[config.mk]
export PLATFORM = sky130hd
export DESIGN_NAME = sprite_line_engine
export DESIGN_NICKNAME = d
export VERILOG_FILES = /design/src/rtl/sprite_line_engine.sv
export SDC_FILE = /design/constraint.sdc
export NUM_CORES = 1
export LEC_CHECK = 0
export BUFFER_PORTS_ARGS = -buffer_cell sky130_fd_sc_hd__buf_2
export CORE_ASPECT_RATIO = 0.75
export CORE_UTILIZATION = 55
export DETAILED_ROUTE_END_ITERATION = 8
export PLACE_DENSITY = 0.72
export RECOVER_POWER = 100
export REMOVE_ABC_BUFFERS = 1
export SLEW_MARGIN = 0
export SYNTH_ARGS = -nofsm -noshare
export SYNTH_HDL_FRONTEND = slang
export SYNTH_SLANG_ARGS = --single-unit
[constraint.sdc]
create_clock -name clk -period 4.7 [get_ports clk]
set_input_delay 0.94 -clock clk [delete_from_list [all_inputs] [get_ports clk]]
set_output_delay 0.94 -clock clk [all_outputs]
set_load 0.01 [all_outputs]
[src/rtl/sprite_line_engine.sv]
// sprite_line_engine -- per-scanline sprite compositor.
//
// Holds NUM_SLOTS sprite slots loaded through a valid/ready handshake. Each
// enable advances one pixel: a slot counts its X down to zero, then shifts
// out 8 pixels of BPP bitplanes, then stays transparent until the next line
// start. The lowest-index opaque slot wins the registered composite output.
//
// Ports:
//   clk, i_rst_n (async, active low), i_ce (clock enable)
//   i_line_start                    empty all slots, clear overflow
//   i_load_valid / o_load_ready     slot-load handshake
//   i_load_x/pat/pal/prio/hflip/is0 slot contents (pat plane p = [8p+7:8p])
//   i_enable                        advance one pixel
//   o_pix/o_pal/o_prio/o_hit0       composited pixel, 1-cycle latency
//   o_overflow                      load offered while full (sticky per line)
//   o_count                         occupied slot count

module sprite_slot #(
    parameter int BPP = 2,
    parameter int XW  = 8
) (
    input  logic             clk,
    input  logic             i_rst_n,
    input  logic             i_ce,
    input  logic             i_clear,
    input  logic             i_load,
    input  logic             i_enable,
    input  logic [XW-1:0]    i_x,
    input  logic [8*BPP-1:0] i_pat,
    input  logic [1:0]       i_pal,
    input  logic             i_prio,
    input  logic             i_hflip,
    input  logic             i_is0,
    output logic             o_occ,
    output logic [BPP-1:0]   o_pix,
    output logic [1:0]       o_pal,
    output logic             o_prio,
    output logic             o_is0
);
    logic                  r_occ;
    logic [XW-1:0]         r_cnt;
    logic [BPP-1:0][7:0]   r_sh;
    logic [1:0]            r_pal;
    logic                  r_prio;
    logic                  r_hflip;
    logic                  r_is0;
    logic [3:0]            r_emit;
    logic                  w_active;

    assign w_active = r_occ && (r_cnt == '0) && (r_emit < 4'd8);

    always_ff @(posedge clk or negedge i_rst_n) begin
        if (!i_rst_n) begin
            r_occ   <= 1'b0;
            r_cnt   <= '0;
            r_sh    <= '0;
            r_pal   <= '0;
            r_prio  <= 1'b0;
            r_hflip <= 1'b0;
            r_is0   <= 1'b0;
            r_emit  <= '0;
        end else if (i_ce) begin
            if (i_clear) begin
                r_occ  <= 1'b0;
                r_emit <= '0;
            end else if (i_load) begin
                // a fresh load overrides any advance in the same cycle
                r_occ   <= 1'b1;
                r_cnt   <= i_x;
                r_sh    <= i_pat;
                r_pal   <= i_pal;
                r_prio  <= i_prio;
                r_hflip <= i_hflip;
                r_is0   <= i_is0;
                r_emit  <= '0;
            end else if (i_enable && r_occ) begin
                if (r_cnt != '0) begin
                    r_cnt <= r_cnt - 1'b1;
                end else if (r_emit < 4'd8) begin
                    for (int p = 0; p < BPP; p++)
                        r_sh[p] <= r_hflip ? {1'b0, r_sh[p][7:1]} : {r_sh[p][6:0], 1'b0};
                    r_emit <= r_emit + 4'd1;
                end
            end
        end
    end

    always_comb begin
        o_pix = '0;
        for (int p = 0; p < BPP; p++)
            o_pix[p] = w_active & (r_hflip ? r_sh[p][0] : r_sh[p][7]);
    end

    assign o_occ  = r_occ;
    assign o_pal  = r_pal;
    assign o_prio = r_prio;
    assign o_is0  = r_is0;
endmodule

module sprite_line_engine #(
    parameter int NUM_SLOTS = 8,
    parameter int BPP       = 2,
    parameter int XW        = 8,
    localparam int CW       = $clog2(NUM_SLOTS + 1)
) (
    input  logic             clk,
    input  logic             i_rst_n,
    input  logic             i_ce,
    input  logic             i_line_start,
    input  logic             i_load_valid,
    output logic             o_load_ready,
    input  logic [XW-1:0]    i_load_x,
    input  logic [8*BPP-1:0] i_load_pat,
    input  logic [1:0]       i_load_pal,
    input  logic             i_load_prio,
    input  logic             i_load_hflip,
    input  logic             i_load_is0,
    input  logic             i_enable,
    output logic [BPP-1:0]   o_pix,
    output logic [1:0]       o_pal,
    output logic             o_prio,
    output logic             o_hit0,
    output logic             o_overflow,
    output logic [CW-1:0]    o_count
);
    logic [NUM_SLOTS-1:0]          w_occ;
    logic [NUM_SLOTS-1:0]          w_load_vec;
    logic [NUM_SLOTS-1:0][BPP-1:0] w_spix;
    logic [NUM_SLOTS-1:0][1:0]     w_spal;
    logic [NUM_SLOTS-1:0]          w_sprio;
    logic [NUM_SLOTS-1:0]          w_sis0;
    logic                          w_fire;
    logic                          w_taken;
    logic [CW-1:0]                 w_count;
    logic [BPP-1:0]                w_cpix;
    logic [1:0]                    w_cpal;
    logic                          w_cprio;
    logic                          w_chit;
    logic [BPP-1:0]                r_pix;
    logic [1:0]                    r_pal;
    logic                          r_prio;
    logic                          r_hit0;
    logic                          r_ovf;

    genvar g;
    generate
        for (g = 0; g < NUM_SLOTS; g++) begin : g_slot
            sprite_slot #(.BPP(BPP), .XW(XW)) u_slot (
                .clk      (clk),
                .i_rst_n  (i_rst_n),
                .i_ce     (i_ce),
                .i_clear  (i_line_start),
                .i_load   (w_load_vec[g]),
                .i_enable (i_enable),
                .i_x      (i_load_x),
                .i_pat    (i_load_pat),
                .i_pal    (i_load_pal),
                .i_prio   (i_load_prio),
                .i_hflip  (i_load_hflip),
                .i_is0    (i_load_is0),
                .o_occ    (w_occ[g]),
                .o_pix    (w_spix[g]),
                .o_pal    (w_spal[g]),
                .o_prio   (w_sprio[g]),
                .o_is0    (w_sis0[g])
            );
        end
    endgenerate

    always_comb begin
        w_count = '0;
        for (int i = 0; i < NUM_SLOTS; i++)
            w_count = w_count + CW'(w_occ[i]);
    end

    assign o_load_ready = (w_count < CW'(NUM_SLOTS)) && !i_line_start;
    assign w_fire       = i_ce && i_load_valid && o_load_ready;

    // one-hot select of the lowest-index empty slot
    always_comb begin
        w_load_vec = '0;
        w_taken    = 1'b0;
        for (int i = 0; i < NUM_SLOTS; i++) begin
            if (!w_occ[i] && !w_taken) begin
                w_load_vec[i] = w_fire;
                w_taken       = 1'b1;
            end
        end
    end

    // walk high to low so the lowest opaque index wins; pal/prio fall back
    // to slot 0's registers when nothing is opaque
    always_comb begin
        w_cpix  = '0;
        w_cpal  = w_spal[0];
        w_cprio = w_sprio[0];
        w_chit  = 1'b0;
        for (int i = NUM_SLOTS - 1; i >= 0; i--) begin
            if (|w_spix[i]) begin
                w_cpix  = w_spix[i];
                w_cpal  = w_spal[i];
                w_cprio = w_sprio[i];
                w_chit  = w_chit | w_sis0[i];
            end
        end
    end

    always_ff @(posedge clk or negedge i_rst_n) begin
        if (!i_rst_n) begin
            r_pix  <= '0;
            r_pal  <= '0;
            r_prio <= 1'b0;
            r_hit0 <= 1'b0;
            r_ovf  <= 1'b0;
        end else if (i_ce) begin
            if (i_enable) begin
                r_pix  <= w_cpix;
                r_pal  <= w_cpal;
                r_prio <= w_cprio;
                r_hit0 <= w_chit;
            end
            if (i_line_start)
                r_ovf <= 1'b0;
            else if (i_load_valid && !o_load_ready)
                r_ovf <= 1'b1;
        end
    end

    assign o_pix      = r_pix;
    assign o_pal      = r_pal;
    assign o_prio     = r_prio;
    assign o_hit0     = r_hit0;
    assign o_overflow = r_ovf;
    assign o_count    = w_count;
endmodule

After elaboration in Yosys (flattened, before gate mapping). Index checks and enable logic that the tools add are counted.

Register bits: 279. Input port bits: 35. Output and inout bits: 12.

$add $sub $neg: 23. Magnitude comparators: 9. Eq/ne operators: 16. Multiplexer cells: 193. Bitwise operators: 24. Reductions and logical operators: 165.

Operator list (number): $mux 16 (32); $mux 8 (40); $mux 4 (40); $reduce_bool 2->1 (33); $mux 1 (65); $logic_not 8->1 (8); $reduce_and 4->1 (16); $reduce_bool 8->1 (8); $sub 8x1->8 const B (8); $reduce_bool 3->1 (16); $reduce_and 5->1 (8); $lt 4x4->1 const B (9); $logic_and 1x1->1 (35); $add 4x1->4 const B (8); $mux 2 (16); $ne 3x2->1 const B (8); $reduce_and 3->1 (8); $reduce_and 2->1 (10); $add 4x1->4 (4); $and 1x1->1 (16); $ne 2x1->1 const B (8); $reduce_or 2->1 (8); $logic_not 1->1 (15); $or 1x1->1 (7); other kinds (4) (4).

Depth between registers and ports, before layout.
Word-level depth: 23. Gate-level depth with buffers: 14. Mapped depth without buffers: 12.

Modules after synthesis. Synthesis repeated with hierarchy kept, for this count alone.

Cells, all modules: 1688. Area total of the unflattened synthesis: 17232.8 µm².

By module, submodules not included: sprite_slot at g_slot[0].u_slot ... (instances 4, cells each 188, area each 2010.7 µm², sequential area each 850.8 µm²); sprite_slot at g_slot[6].u_slot ... (instances 2, cells each 191, area each 2040.7 µm², sequential area each 850.8 µm²); sprite_slot at g_slot[5].u_slot (instances 1, cells each 207, area each 2016.9 µm², sequential area each 850.8 µm²); sprite_slot at g_slot[4].u_slot (instances 1, cells each 207, area each 2009.4 µm², sequential area each 850.8 µm²); sprite_line_engine (instances 1, cells each 140, area each 1082.3 µm², sequential area each 175.2 µm²).

Worst setup path after synthesis. No wires, ideal clock.

Path kind: register -> register. From: register g_slot[0].u_slot.r_occ. To: register g_slot[5].u_slot.r_cnt[6]. Library setup time: 0.137 ns. Arrival time: 3.707 ns. Data required time: 4.563 ns. Setup slack: 0.856 ns. Stages on the path, launching flop included: 14. Buffers on the path: 2. Period minus slack after synthesis: 3.844 ns. Path through: dfrtp_1 -> fa_1 -> inv_1 -> fa_1 -> fa_1 -> inv_1 -> ha_1 -> a21oi_1 -> o2111ai_1 -> or3_1 -> clkbuf_1 -> clkbuf_1 -> nor2_1 -> a21oi_1.

Cells in the longest elaborated chain, start to end: 16.

RTL lines: start, declared (line 40) `logic r_occ;`; start signal, assigned (line 54) `r_occ <= 1'b0;`; start signal, assigned (line 64) `r_occ <= 1'b0;`; start signal, assigned (line 68) `r_occ <= 1'b1;`; parallel branches: the longest is 13 deep, another holds $add 3x1->4; $mux 1 * (line 184) `if (!w_occ[i] && !w_taken) begin`; $reduce_bool 2->1 (no line); $reduce_and 4->1 (no line); end signal, assigned (line 69) `r_cnt <= i_x;`; end signal, assigned (line 78) `r_cnt <= r_cnt - 1'b1;`; end, declared (line 41) `logic [XW-1:0] r_cnt;`.

Mark *: on every way between the ends. A chain may end at the register's enable or synchronous reset.

Final worst setup path.
From: register g_slot[1].u_slot.r_occ. To: output o_count[2].

Cells in the longest elaborated chain, start to end: 7.

RTL lines: start, declared (line 40); start signal, assigned (line 54); start signal, assigned (line 64); start signal, assigned (line 68); $add 1x1->2 (line 173) `w_count = w_count + CW'(w_occ[i]);`; $add 2x1->3 (line 173); $add 3x1->4 (line 173); $add 4x1->4 (4 in series) (line 173); end, declared (line 124) `output logic [CW-1:0] o_count`.

No other way between the ends.

==> metrics.md <==
| Metric | Value |
|---|---|
| Status | complete, but fails checks |
| Violated checks | max-capacitance violations, max-slew violations |
| Crit end category | output pin |
| Initial Util | 0.567 |
| Synthesized area per cell | between 8 and 9 sq um |
| Synth top area cells | dfrtp_1, nand2_1, mux2i_1, o21ai_0, a21oi_1 |
| Maximum buffer depth of the clock tree | 3 |
| Worst clock skew | 0.0178 ns |
| CP peak stage delay | between 0.5 and 0.6 ns |
| Antenna Cells | 0 |
| Cells after Synth | between 1.5k and 2k |
| H-tree depth | 1 |
| RSZ-0062 raised after global routing | false |
| Most common flop cell mapped by yosys | dfrtp_1 |
| Critical path, cell by cell | fa_1 -> inv_1 -> fa_1 -> fa_1 -> inv_1 -> ha_1 -> inv_1 -> fa_1 -> xnor2_1 -> clkbuf_1 |
| Crit-path slowest cell | fa_1 |
| Initial antenna violation count | 0 |
| # setup viols final | 0 |
| Placed cell areas | 16000 sq um |
| Post-Syn Area | approximately 15000 sq um |
| Post-CTS setup buffers | 0 |
| Register area share after synthesis | 0.451 |
| Die Width | slightly below 200 um |
| Initial DRC count | 1020 |
| Critical path data required time | between 3 and 4 ns |
| Hold WC Path Type | reg2reg |
| HPWL after detailed placement | 28.1 mm |
| Area share of the leading cell type in the synthesized netlist | 0.451 |
| Max FO, Critical Path | 4 |
| Min cycle time layout | approximately 4.5 ns |
| Clock-pin slew on the worst setup and hold paths | ~0.07 ns |
| Clock tree from TritonCTS | done |
| Most frequent cells in the layout | nand2_1, dfrtp_1, o21ai_0 |
| Finished Cell Area | between 15000 and 20000 sq um |
| Worst vdd ir | around 0.22 mV |
| Drt first pass iters | 6 |
| CTS Buf Count | 29 |
| Total GRT Usage | 0.300 |
| WL final | 41.8 mm |
| Nets@finish | approximately 1.8k |
| Crit share post-route | 0.965 |
| Setup ws final | 0.163 ns |
| Synth warnings | 0 |
| Setup Slack @ Placement | 0.313 ns |
| Setup Crit Path Kind | reg2out |
| LEAKAGE | around 7 nW |
| Final core occ | 0.617 |
| Total power | roughly 6.3 mW |
| # rows | 52 |
| GR Overflow Total | 0 |
| Area of the multi-input gates | just under 8000 sq um |
| Core area | approximately 27000 sq um |
| Clock sinks | between 200 and 300 |
| Most frequent CP cell | fa_1 |
| Tightest Pin Transition | 3.15 ns |
| Asr flop ratio synth | 1.00 |
| Commonest non-fill, non-tap cell in the layout | nand2_1 |
| Largest net degree at the start of global routing | approximately 130 |
| Die height | 147 um |
| Worst-Skew Late Latency | 0.57 ns |
| Avg WL per Cell | about 20 um |
| Number of flops mapped to enable cells by yosys | 0 |
| Die ar. | 28800 sq um |
| # fillers | between 2k and 2.5k |
| Flop2flop setup slack | around 0.38 ns |
| Worst rel slew slack | -1.10 |
| Vias in the first global route | between 10k and 15k |
| Reg area | 6980 sq um |
| IO Port Bufs | between 40 and 50 |
| Residual DRC | 0 |
| Final hold vios | 0 |
| Final slew viol count | about 130 |
| #FFs+latches synth | ~280 |
| Unique masters post-synth | 67 |
| RePlAce Congestion | ~0.91 |
| Setup TNS | 0 ns |
| Startpoint Class | flip-flop |
| Vias | around 13k |
| Post-detailed-route count of antenna-violating nets | 0 |
| Share of post-route cells with drive strength above 1 | 0.0985 |
| Cell Pwr Density | between 300 and 400 nW/um^2 |
| Crit path DAT | approximately 3.6 ns |
| Fmax | about 0.22 GHz |
| CTS Root Cell | clkbuf_16 |
| Top Ports | 47 |
| Maxcap violations | 1 |
| Via/cell ratio | 5.90 |
| Area added between synthesis and finish | 8.85% |
| First-pass GRT wire length | 67.2 mm |
| Yosys top cell by area | dfrtp_1 |
## path summary, 6_finish.rpt
| check | from | end | cells past startpoint |
|---|---|---|---|
| setup / recovery | g_slot[1].u_slot.o_occ$_DFFE_PN0P_ | o_count[2] | 10 |
| hold / removal | g_slot[5].u_slot.o_prio$_DFFE_PN0P_ | g_slot[5].u_slot.o_prio$_DFFE_PN0P_ | 2 |
| setup reg to reg | g_slot[1].u_slot.o_occ$_DFFE_PN0P_ | g_slot[7].u_slot.r_emit[0]$_DFFE_PN0P_ | 13 |
| hold reg to reg | g_slot[5].u_slot.o_prio$_DFFE_PN0P_ | g_slot[5].u_slot.o_prio$_DFFE_PN0P_ | 2 |
| max in group asynchronous | i_rst_n | g_slot[3].u_slot.r_cnt[0]$_DFFE_PN0P_ | 2 |
| min in group asynchronous | i_rst_n | g_slot[7].u_slot.r_cnt[6]$_DFFE_PN0P_ | 1 |
## through the flow
step | instances | hold WS (ns)
final | 2128 | 0.467
after global routing | 2128 | 0.508
after CTS | 2128 | 0.465
after detailed placement | 2076 | 0.452
after global placement | 2076 | 0.442
after floorplan | 1647 | 0.430
## worst max-delay path: cells and delay by family, from the launching register on
| kind | cells | cell delay, ns |
|---|---|---|
| buffers and inverters | 4 | 0.38 |
| XOR/XNOR | 1 | 0.18 |
| flip-flops | 1 | 0.43 |
| adder cells (fa/ha/maj) | 5 | 2.06 |
## cells by family after synthesis
kind of cell	Yosys count	share of synthesized area
adders and majority gates	33	0.0286
DFF	279	0.451
and+or+nand+nor	661	0.192
AOI/OAI and AO/OA	415	0.150
muxes	145	0.0965
buffers and inverters	171	0.0435
xor gates and xnor gates	68	0.0385
## synth_stat cells, drive strengths merged (8+ instances only)
cell and n:
a21oi 161, xnor2 31, nor4 11, nand3 35
buf 36, nand2 301, nor2 180, a211oi 11
inv 46, o22ai 8, clkbuf 89, mux2i 111
o21a 8, nor3 43, mux2 34, or3 11
o21ai 179, nor2b 11, nor3b 24, and3 9
xor2 37, dfrtp 279, ha 29
## what timing repair did
item | 4_1_cts | 5_1_grt
setup endpoints to repair | 0 | 2
hold buffers | 0 | 0
resized for setup | 0 | 1
## final cells by class
| class | instances | area share |
|---|---|---|
| Clock buffer | 42 | 0.0507 |
| Clock inverter | 10 | 0.00631 |
| Inverter | 46 | 0.0102 |
| Multi-Input combinational cell | 1322 | 0.467 |
| Sequential cell | 279 | 0.414 |
| Tap cell | 351 | 0.0261 |
| Timing Repair Buffer | 78 | 0.0255 |
## report_power, final
part	internal, mW	leakage [nW]	switching (mW)
clock network	1.37	0.482	0.974
registers	2.67	3.78	0.275
logic	0.411	2.88	0.561
total	4.45	7.14	1.81
## sequential cells by signal, summed over array words and instances (netlist names)
signal                 count
g_slot.u_slot.r_sh       128
g_slot.u_slot.r_cnt       64
g_slot.u_slot.r_emit      32
g_slot.u_slot.o_pal       16
g_slot.u_slot.o_is0        8
g_slot.u_slot.o_occ        8
g_slot.u_slot.o_prio       8
g_slot.u_slot.r_hflip      8
o_pal                      2
o_pix                      2
o_hit0                     1
o_overflow                 1
o_prio                     1
## layer usage
metal	GRT usage	up-vias	part of all wire
li1	-	6040	-
met1	0.454	6064	0.48
met2	0.441	385	0.42
met3	0.0661	57	0.083
met4	0.0598	0	0.018
met5	0	-	0
(Power assumes the default switching activity.)
